--- src/rtl/axi_rr_arb_pkg.sv ---
// Shared definitions for the round-robin AXI-Stream packet arbiter.
// Latency: n/a (types, constants and elaboration-time helpers only).
// Backpressure: n/a.
package axi_rr_arb_pkg;

    // Arbiter FSM encoding: IDLE picks a winner, LOCKED streams its packet.
    typedef enum logic {
        IDLE   = 1'b0,
        LOCKED = 1'b1
    } arb_state_e;

    // Beat counter width; wide enough for any MAX_BEATS up to 65535.
    localparam int BEAT_CNT_W = 16;

    // Ceiling log2, used to size the source-port index (tuser).
    function automatic int clog2(input int n);
        int r;
        r = 0;
        for (int i = 0; i < 31; i++) begin
            if ((1 << i) < n) begin
                r = i + 1;
            end
        end
        return r;
    endfunction

endpackage

--- src/rtl/axi_rr_arb_rr_pick.sv ---
// Round-robin winner selection with an urgent-first override.
// Latency: purely combinational.
// Backpressure: none; result is only consumed when the arbiter is idle.
module rr_pick
    import axi_rr_arb_pkg::*;
#(
    parameter int NUM_PORTS = 4,
    parameter int IDX_W     = clog2(NUM_PORTS)
) (
    input  logic [NUM_PORTS-1:0] req,
    input  logic [NUM_PORTS-1:0] urgent,
    input  logic [IDX_W-1:0]     last_grant,
    output logic [IDX_W-1:0]     gnt_idx,
    output logic                 gnt_valid
);

    logic [NUM_PORTS-1:0] urg_req;
    logic [NUM_PORTS-1:0] pool;
    logic [IDX_W-1:0]     cand;

    // Urgent requesters, when any exist, shadow all ordinary ones.
    assign urg_req = req & urgent;
    assign pool    = (|urg_req) ? urg_req : req;

    // Scan starting one past the last winner; NUM_PORTS is a power of two so
    // the index wraps naturally in IDX_W bits and the last candidate is
    // last_grant itself.
    always_comb begin
        gnt_idx   = '0;
        gnt_valid = 1'b0;
        cand      = '0;
        for (int i = 1; i <= NUM_PORTS; i++) begin
            cand = last_grant + IDX_W'(i);
            if (!gnt_valid && pool[cand]) begin
                gnt_idx   = cand;
                gnt_valid = 1'b1;
            end
        end
    end

endmodule

--- src/rtl/axi_rr_arb.sv ---
// N:1 AXI-Stream packet arbiter, round-robin with urgent priority and forced release.
// Latency: 1 cycle input-to-output through a single output register; 1 idle cycle between grants.
// Backpressure: only the granted port sees tready, equal to ~m_axis_tvalid | m_axis_tready.
module axi_rr_arb
    import axi_rr_arb_pkg::*;
#(
    parameter int   DATA_WIDTH = 32,
    parameter int   NUM_PORTS  = 4,
    parameter int   MAX_BEATS  = 256,
    localparam int  USER_W     = clog2(NUM_PORTS)
) (
    input  logic                            clk,
    input  logic                            sync_reset,
    input  logic [NUM_PORTS-1:0]            s_axis_tvalid,
    input  logic [NUM_PORTS*DATA_WIDTH-1:0] s_axis_tdata,
    input  logic [NUM_PORTS-1:0]            s_axis_tlast,
    output logic [NUM_PORTS-1:0]            s_axis_tready,
    input  logic [NUM_PORTS-1:0]            urgent,
    output logic                            m_axis_tvalid,
    output logic [DATA_WIDTH-1:0]           m_axis_tdata,
    output logic                            m_axis_tlast,
    output logic [USER_W-1:0]               m_axis_tuser,
    input  logic                            m_axis_tready
);

    arb_state_e              state_q, state_d;
    logic [USER_W-1:0]       grant_q, grant_d;
    logic [USER_W-1:0]       last_grant_q, last_grant_d;
    logic [BEAT_CNT_W-1:0]   cnt_q, cnt_d, cnt_inc;
    logic                    m_vld_q, m_vld_d;
    logic [DATA_WIDTH-1:0]   m_dat_q, m_dat_d;
    logic                    m_last_q, m_last_d;
    logic [USER_W-1:0]       m_user_q, m_user_d;

    logic [DATA_WIDTH-1:0]   in_dat [NUM_PORTS];
    logic [USER_W-1:0]       pick_idx;
    logic                    pick_vld;
    logic                    out_ready;
    logic                    acc;
    logic                    force_rel;
    logic                    rel;
    logic [NUM_PORTS-1:0]    s_rdy;

    // Unpack the flat data bus into per-port words.
    for (genvar p = 0; p < NUM_PORTS; p++) begin : g_unpack
        assign in_dat[p] = s_axis_tdata[p*DATA_WIDTH +: DATA_WIDTH];
    end

    rr_pick #(
        .NUM_PORTS (NUM_PORTS),
        .IDX_W     (USER_W)
    ) u_pick (
        .req        (s_axis_tvalid),
        .urgent     (urgent),
        .last_grant (last_grant_q),
        .gnt_idx    (pick_idx),
        .gnt_valid  (pick_vld)
    );

    // Output slot can take a new beat when empty or being drained this cycle.
    assign out_ready = ~m_vld_q | m_axis_tready;
    assign acc       = (state_q == LOCKED) & s_axis_tvalid[grant_q] & out_ready;
    assign cnt_inc   = cnt_q + BEAT_CNT_W'(1);
    // Forced release fires on the beat that brings the count to MAX_BEATS.
    assign force_rel = (cnt_inc == BEAT_CNT_W'(MAX_BEATS));
    assign rel       = acc & (s_axis_tlast[grant_q] | force_rel);

    // FSM state register.
    always_ff @(posedge clk or posedge sync_reset) begin
        if (sync_reset) begin
            state_q <= IDLE;
        end else begin
            state_q <= state_d;
        end
    end

    // FSM next state: grant only from IDLE, release only on the closing beat.
    always_comb begin
        state_d = state_q;
        case (state_q)
            IDLE:    if (pick_vld) state_d = LOCKED;
            LOCKED:  if (rel)      state_d = IDLE;
            default: state_d = IDLE;
        endcase
    end

    // FSM outputs: the granted port alone sees the output-slot readiness.
    always_comb begin
        s_rdy = '0;
        if (state_q == LOCKED) begin
            s_rdy[grant_q] = out_ready;
        end
    end

    assign s_axis_tready = s_rdy;

    // Grant bookkeeping: latch winner and clear count on grant, remember owner on release.
    always_comb begin
        grant_d      = grant_q;
        last_grant_d = last_grant_q;
        cnt_d        = cnt_q;
        if (state_q == IDLE && pick_vld) begin
            grant_d = pick_idx;
            cnt_d   = '0;
        end
        if (acc) begin
            cnt_d = cnt_inc;
        end
        if (rel) begin
            last_grant_d = grant_q;
        end
    end

    // Output slot: load on accept, otherwise hold until the sink takes it.
    always_comb begin
        m_vld_d  = m_vld_q;
        m_dat_d  = m_dat_q;
        m_last_d = m_last_q;
        m_user_d = m_user_q;
        if (acc) begin
            m_vld_d  = 1'b1;
            m_dat_d  = in_dat[grant_q];
            m_last_d = s_axis_tlast[grant_q] | force_rel;
            m_user_d = grant_q;
        end else if (m_axis_tready) begin
            m_vld_d  = 1'b0;
        end
    end

    // Datapath and grant registers; reset points last_grant at the top port so
    // the first post-reset scan starts at port 0.
    always_ff @(posedge clk or posedge sync_reset) begin
        if (sync_reset) begin
            grant_q      <= '0;
            last_grant_q <= USER_W'(NUM_PORTS - 1);
            cnt_q        <= '0;
            m_vld_q      <= 1'b0;
            m_dat_q      <= '0;
            m_last_q     <= 1'b0;
            m_user_q     <= '0;
        end else begin
            grant_q      <= grant_d;
            last_grant_q <= last_grant_d;
            cnt_q        <= cnt_d;
            m_vld_q      <= m_vld_d;
            m_dat_q      <= m_dat_d;
            m_last_q     <= m_last_d;
            m_user_q     <= m_user_d;
        end
    end

    assign m_axis_tvalid = m_vld_q;
    assign m_axis_tdata  = m_dat_q;
    assign m_axis_tlast  = m_last_q;
    assign m_axis_tuser  = m_user_q;

endmodule

--- config.mk ---
export PLATFORM = sky130hd
export DESIGN_NAME = axi_rr_arb
export DESIGN_NICKNAME = d
export VERILOG_FILES = /design/src/rtl/axi_rr_arb_pkg.sv /design/src/rtl/axi_rr_arb_rr_pick.sv /design/src/rtl/axi_rr_arb.sv
export SDC_FILE = /design/constraint.sdc
export NUM_CORES = 1
export LEC_CHECK = 0
export ABC_CLOCK_PERIOD_IN_PS = 2200
export BUFFER_PORTS_ARGS = -buffer_cell sky130_fd_sc_hd__buf_2
export CORE_MARGIN = 4
export CORE_UTILIZATION = 47
export CTS_CLUSTER_SIZE = 8
export DETAILED_ROUTE_END_ITERATION = 10
export PLACE_DENSITY = 0.89
export SETUP_SLACK_MARGIN = 0.2
export SYNTH_ARGS = -nofsm -noshare
export SYNTH_HDL_FRONTEND = slang
export SYNTH_HIERARCHICAL = 1
export SYNTH_SLANG_ARGS = --single-unit
--- constraint.sdc ---
create_clock -name clk -period 2.2 [get_ports clk]
set_input_delay 0.44 -clock clk [delete_from_list [all_inputs] [get_ports clk]]
set_output_delay 0.44 -clock clk [all_outputs]
set_load 0.02 [all_outputs]
After elaboration in Yosys (flattened, before gate mapping)

Cells that the tools add are included.

Add/subtract/negate cells: 4
Order comparisons: 7
Equality and inequality tests: 1
Muxes and demuxes: 34
Bitwise operators: 10
Reduce and logical (&&, ||, !) cells: 11

Operator list:

| operator              | number |
|---|---|
| $bmux 32 s2           | 1 |
| $mux 32               | 2 |
| $mux 16               | 2 |
| $add 16x1->16 const B | 1 |
| $eq 16x9->1 const B   | 1 |
| $lt 2x3->1 const B    | 5 |
| $mux 1                | 15 |
| $bmux 1 s2            | 6 |
| $and 4x4->4           | 2 |
| $mux 2                | 4 |
| $mux 4                | 2 |
| $logic_and 1x1->1     | 5 |
| $add 2x2->2 const B   | 2 |
| $reduce_bool 2->1     | 2 |
| $reduce_or 4->1       | 1 |
| $and 1x1->1           | 3 |
| $ge 3x3->1 const B    | 1 |
| $logic_not 1->1       | 3 |
| $not 2->3             | 1 |
| $add 2x1->2 const B   | 1 |
| $demux 1 s2           | 1 |
| $ge 2x1->1 const B    | 1 |
| $not 1->1             | 2 |
| $or 1x1->1            | 2 |
| $pmux 1 s2            | 1 |

Bits in registers: 57
Bits of input ports: 143
Output and inout bits: 40
Logic and storage cells: 75

Logic depth before layout (Yosys ltp)

Depth after elaboration: 18
Gate-level depth with buffers: 8
Depth with buffers taken out: 8

Cells and area by module

Netlist, hierarchy kept.

By module, submodules not included:

| module     | instances | cells each | area each (µm²) | seq. area each (µm²) |
|---|---|---|---|---|
| axi_rr_arb | 1         | 355        | 3580.9          | 1428.9 |
| rr_pick    | 1         | 38         | 239.0           | 0.0 |

Worst setup path after synthesis

OpenSTA, ideal clock, no wires.

Path type: register -> register
Start: register cnt_q[0]
End: register state_q
Library setup time: 0.142 ns
Arrival time: 1.809 ns
Required time: 2.058 ns
Slack: 0.250 ns
Stages on the path, launching flop included: 8
Path buffers: 0
Period minus slack after synthesis: 1.950 ns
Cells stage by stage: dfrtp_1 > ha_1 > nand3_2 > nor3_2 > xor2_1 > o2111ai_2 > and4bb_1 > o311ai_1

Word-level cells in the longest chain between the ends: 6

Ends and longest elaborated chain:

| what                   | line              | RTL |
|---|---|---|
| from (decl)            | axi_rr_arb.sv:29  | `logic [BEAT_CNT_W-1:0] cnt_q, cnt_d, cnt_inc;` |
| from (signal assigned) | axi_rr_arb.sv:144 | `cnt_q <= cnt_d;` |
| $add 16x1->16          | axi_rr_arb.sv:63  | `assign cnt_inc = cnt_q + BEAT_CNT_W'(1);` |
| $eq 16x9->1            | axi_rr_arb.sv:65  | `assign force_rel = (cnt_inc == BEAT_CNT_W'(MAX_BEATS));` |
| $or 1x1->1             | axi_rr_arb.sv:66  | `assign rel = acc & (s_axis_tlast[grant_q] \| force_rel);` |
| $and 1x1->1            | axi_rr_arb.sv:66  |  |
| $mux 1                 | axi_rr_arb.sv:82  | `LOCKED: if (rel) state_d = IDLE;` |
| $pmux 1 s2             | axi_rr_arb.sv:80  | `case (state_q)` |
| via state_d            | axi_rr_arb.sv:26  | `arb_state_e state_q, state_d;` |
| to (signal assigned)   | axi_rr_arb.sv:73  | `state_q <= state_d;` |
| to (decl)              | axi_rr_arb.sv:26  |  |

The timed path passes the listed nets, and every way through them passes these cells.
A chain may end at the register's enable or synchronous reset.

Worst setup path in the final report

Same ends and word-level chain as after synthesis.

==> key figures <==
Status
  • Run status: complete, no violations

Timing
  • Slew of the pin with the lowest slew margin: 602 ps
  • Maximum clock rate: 496 MHz
  • Slew Limit Fails: 0
  • Final Critical Period: 2020 ps
  • Final worst slack: 185 ps
  • Clock Skews: 9.42 ps
  • Unrepaired setup endpoints after global routing: true
  • Part of the cycle the worst path needs: 0.916
  • Slew margin rel.: 0.595
  • Setup TNS: 0 ps
  • Final setup vio count: 0
  • Final Hold Viols: 0

Global route
  • Total GRT Usage: 0.249
  • First-pass GRT wire length: 19,200 microns
  • Gr ovfl total: 0
  • Vias in the first global route: 4,098
  • Initial antenna violation count: 1
  • Largest net degree at the start of global routing: 42

Critical path
  • Startpoint types: register
  • Worst setup EP type: register
  • Worst Setup SP: cnt_q[0]
  • Crit path kind: reg -> reg
  • CP Capture Point: state_q
  • Worst Path Arrival: 2260 ps
  • R2r worst-path depth: 8
  • Reg-to-reg critical path endpoint: state_q
  • Worst R2R Setup Slack: 180 ps
  • Reg-to-reg critical path startpoint: cnt_q[0]
  • CP peak stage delay: 400 ps
  • CP dominant cell by count: buf_6
  • Critical path's slowest cell: dfrtp_1
  • Worst-path cell chain: buf_6 -> nand4_4 -> buf_6 -> xnor2_2 -> a22o_1 -> o2111ai_4 -> and4bb_1 -> o311ai_1
  • WP data required: 2440 ps
  • Critical Path Fanout Max: 6

Synth
  • Mean Syn Cell Area: 9.72 sq um
  • Syn nets: 538
  • Post-synth EDFFs: 0
  • Post-Syn Instances: 393
  • Yosys warns: 6
  • Primary FF master, synth: dfrtp_1
  • Synth Register Bits: 57
  • FFs w/ async S/R, synth: 1.00
  • Register area share after synthesis: 0.374
  • Synthesized area: 3820 sq um
  • Post-synth cell types: 60

Cells and area
  • Most frequent cells in the layout: buf_2 (182), nand2_1 (130), dfrtp_1 (48)
  • NumNets Final: 723
  • Layout cells sized above 1: 0.499
  • Syn-to-layout area delta: 38.6%
  • Commonest non-fill, non-tap cell in the layout: buf_2
  • Diode count: 0

CTS
  • CTS Hold Bufs: 0
  • Longest Clk Path Bufs: 2
  • CTS tree: built
  • Clock Sink Count: 57
  • Cts bufs inserted: 9
  • H-tree depth: 3
  • Worst skew pair latency: 340 ps
  • Root Driver: clkbuf_8
  • Clk slew on worst S/H paths: 60 ps

Floorplanning
  • Core Box Area: 7810 sq um
  • Row count: 32
  • Total die area: 9630 sq um
  • # IOs: 183
  • Die height: 98.2 microns
  • Die span in x: 98.2 microns
  • Initial Util: 0.489

Power and ir drop
  • PD cells: 1250 nW/um^2
  • Comb pwr share: 0.561
  • Max rail drop VDD: 0.867 mV
  • Leakage power: 2.60 nW
  • Internal: 0.00373 W
  • Power share of the sequential group: 0.270
  • Clock network fraction of design power: 0.169
  • Sw Ratio: 0.435
  • NetSw: 0.00287 W

Flow run
  • Max-cap viol count: 0

Place
  • GPL Wtd Cong: 1.02
  • Number of port buffers: 182
  • DP Worst Slack: 144 ps
  • Detail Placement HPWL: 9550 microns

Detailed routing
  • Post-DRT Antenna Nets: 0
  • Routed wire length: 13,100 microns
  • DR WL/cell: 19.1 microns
  • Initial DRC count: 252
  • Total length of routed met3 wires: 1320 microns
  • Met2 routed WL: 6740 microns
  • Via count: 4,088
  • WL met1: 4560 microns
  • Initial DRT Pass Iterations: 5
  • Highest routed layer: met5
  • Post-DR vias/cell: 5.97
  • DRC errors left: 0

Min path
  • Hold crit path type: in -> async
-- metal layers --
metal | up-vias | track usage
met1 | 1977 | 0.287
met5 | - | 0
met4 | 2 | 0.104
li1 | 1784 | -
met2 | 276 | 0.433
met3 | 49 | 0.0729
-- power groups by stage --
stage	combinational (W)	sequential (W)	clock, W
5_1_grt	0.00398	0.00182	0.00118
4_1_cts	0.00359	0.00175	0.00113
6_report	0.00370	0.00178	0.00112
3_3_place_gp	0.00340	0.00173	0
3_5_place_dp	0.00356	0.00174	0
2_1_floorplan	0.00211	0.00209	0
-- sequential cells by signal, indices dropped and copies added (netlist names) --
name	count
cnt_q	16
grant_q	2
last_grant_q	2
m_axis_tdata	32
m_axis_tlast	1
m_axis_tuser	2
m_axis_tvalid	1
state_q	1
-- per-stage QoR --
stage	hold slack (ps)	power, W	utilization	cell area, sq um	std cells
after global routing	96.6	0.00698	0.678	5300	685
after global placement	429	0.00513	0.625	4880	665
after floorplan	491	0.00420	-	3820	393
after CTS	75.1	0.00647	0.660	5150	681
final	74.5	0.00660	0.678	5300	685
after detailed placement	436	0.00531	0.625	4880	665
-- worst min path at each step --
| stage | from | endpoint | slack [ps] | cells past startpoint |
|---|---|---|---|---|
| after detailed placement | sync_reset | m_axis_tdata[5] | 440 | 2 |
| after global routing | sync_reset | m_axis_tdata[8] | 100 | 2 |
| after floorplan | state_q | m_axis_tvalid | 490 | 2 |
| after CTS | sync_reset | cnt_q[14] | 80 | 2 |
| after global placement | sync_reset | m_axis_tdata[5] | 430 | 2 |
| final | sync_reset | state_q | 70 | 2 |
-- layout make-up --
cell class,count,area (sq um)
Clock buffer,12,155
Clock inverter,4,75.1
Fill cell,557,2510
Inverter,7,26.3
Multi-Input combinational cell,302,2350
Sequential cell,57,1440
Tap cell,102,128
Timing Repair Buffer,201,1120
-- worst max-delay path, delay by kind of cell, from the launching register on --
family,cells,cell delay (ps)
AO/OA/AOI/OAI,3,660
AND/OR/NAND/NOR,2,420
flip-flops,1,400
buffers and inverters,2,320
XOR/XNOR,1,120
-- what timing repair did --
item,4_1_cts,5_1_grt
pin swaps,1,6
gates resized for setup,10,24
endpoints found under the hold margin,0,0
setup endpoints to repair,8,9
setup buffers,0,4
-- Yosys cell counts, types with 2 or more instances --
cell	instances	area, sq um
and2_1	4	25.0
buf_1	2	7.51
dfstp_2	2	52.6
o21ai_0	16	80.1
buf_4	2	15.0
o31ai_1	2	15.0
buf_2	11	55.1
clkbuf_1	11	41.3
nand2b_1	3	18.8
nand4_4	2	42.5
nor2_1	13	48.8
a32oi_1	2	17.5
nand2_1	130	488
xor2_1	2	17.5
or2_1	2	12.5
nor3_1	4	20.0
mux2_2	2	22.5
inv_1	6	22.5
nor4_1	4	25.0
dfrtp_1	55	1380
or3_1	2	12.5
o21ai_1	8	40.0
xnor2_1	8	70.1
a21oi_1	4	20.0
a31oi_1	6	37.5
nand4_1	4	25.0
o311ai_1	3	26.3
ha_1	2	25.0
mux4_2	34	766
nand3_1	14	70.1
and3_1	4	25.0
-- cell families (layout without fill, tap and decap cells) --
family | count (synthesis) | in the layout | synth area share
AND/OR/NAND/NOR | 195 | 195 | 0.243
buffers and inverters | 34 | 224 | 0.0409
multiplexers | 36 | 36 | 0.206
XOR/XNOR | 10 | 10 | 0.0229
adder cells (fa/ha/maj) | 2 | 2 | 0.00655
flip-flops | 57 | 57 | 0.374
AO/OA/AOI/OAI | 59 | 59 | 0.106
Power figures use the tool's default switching activity.
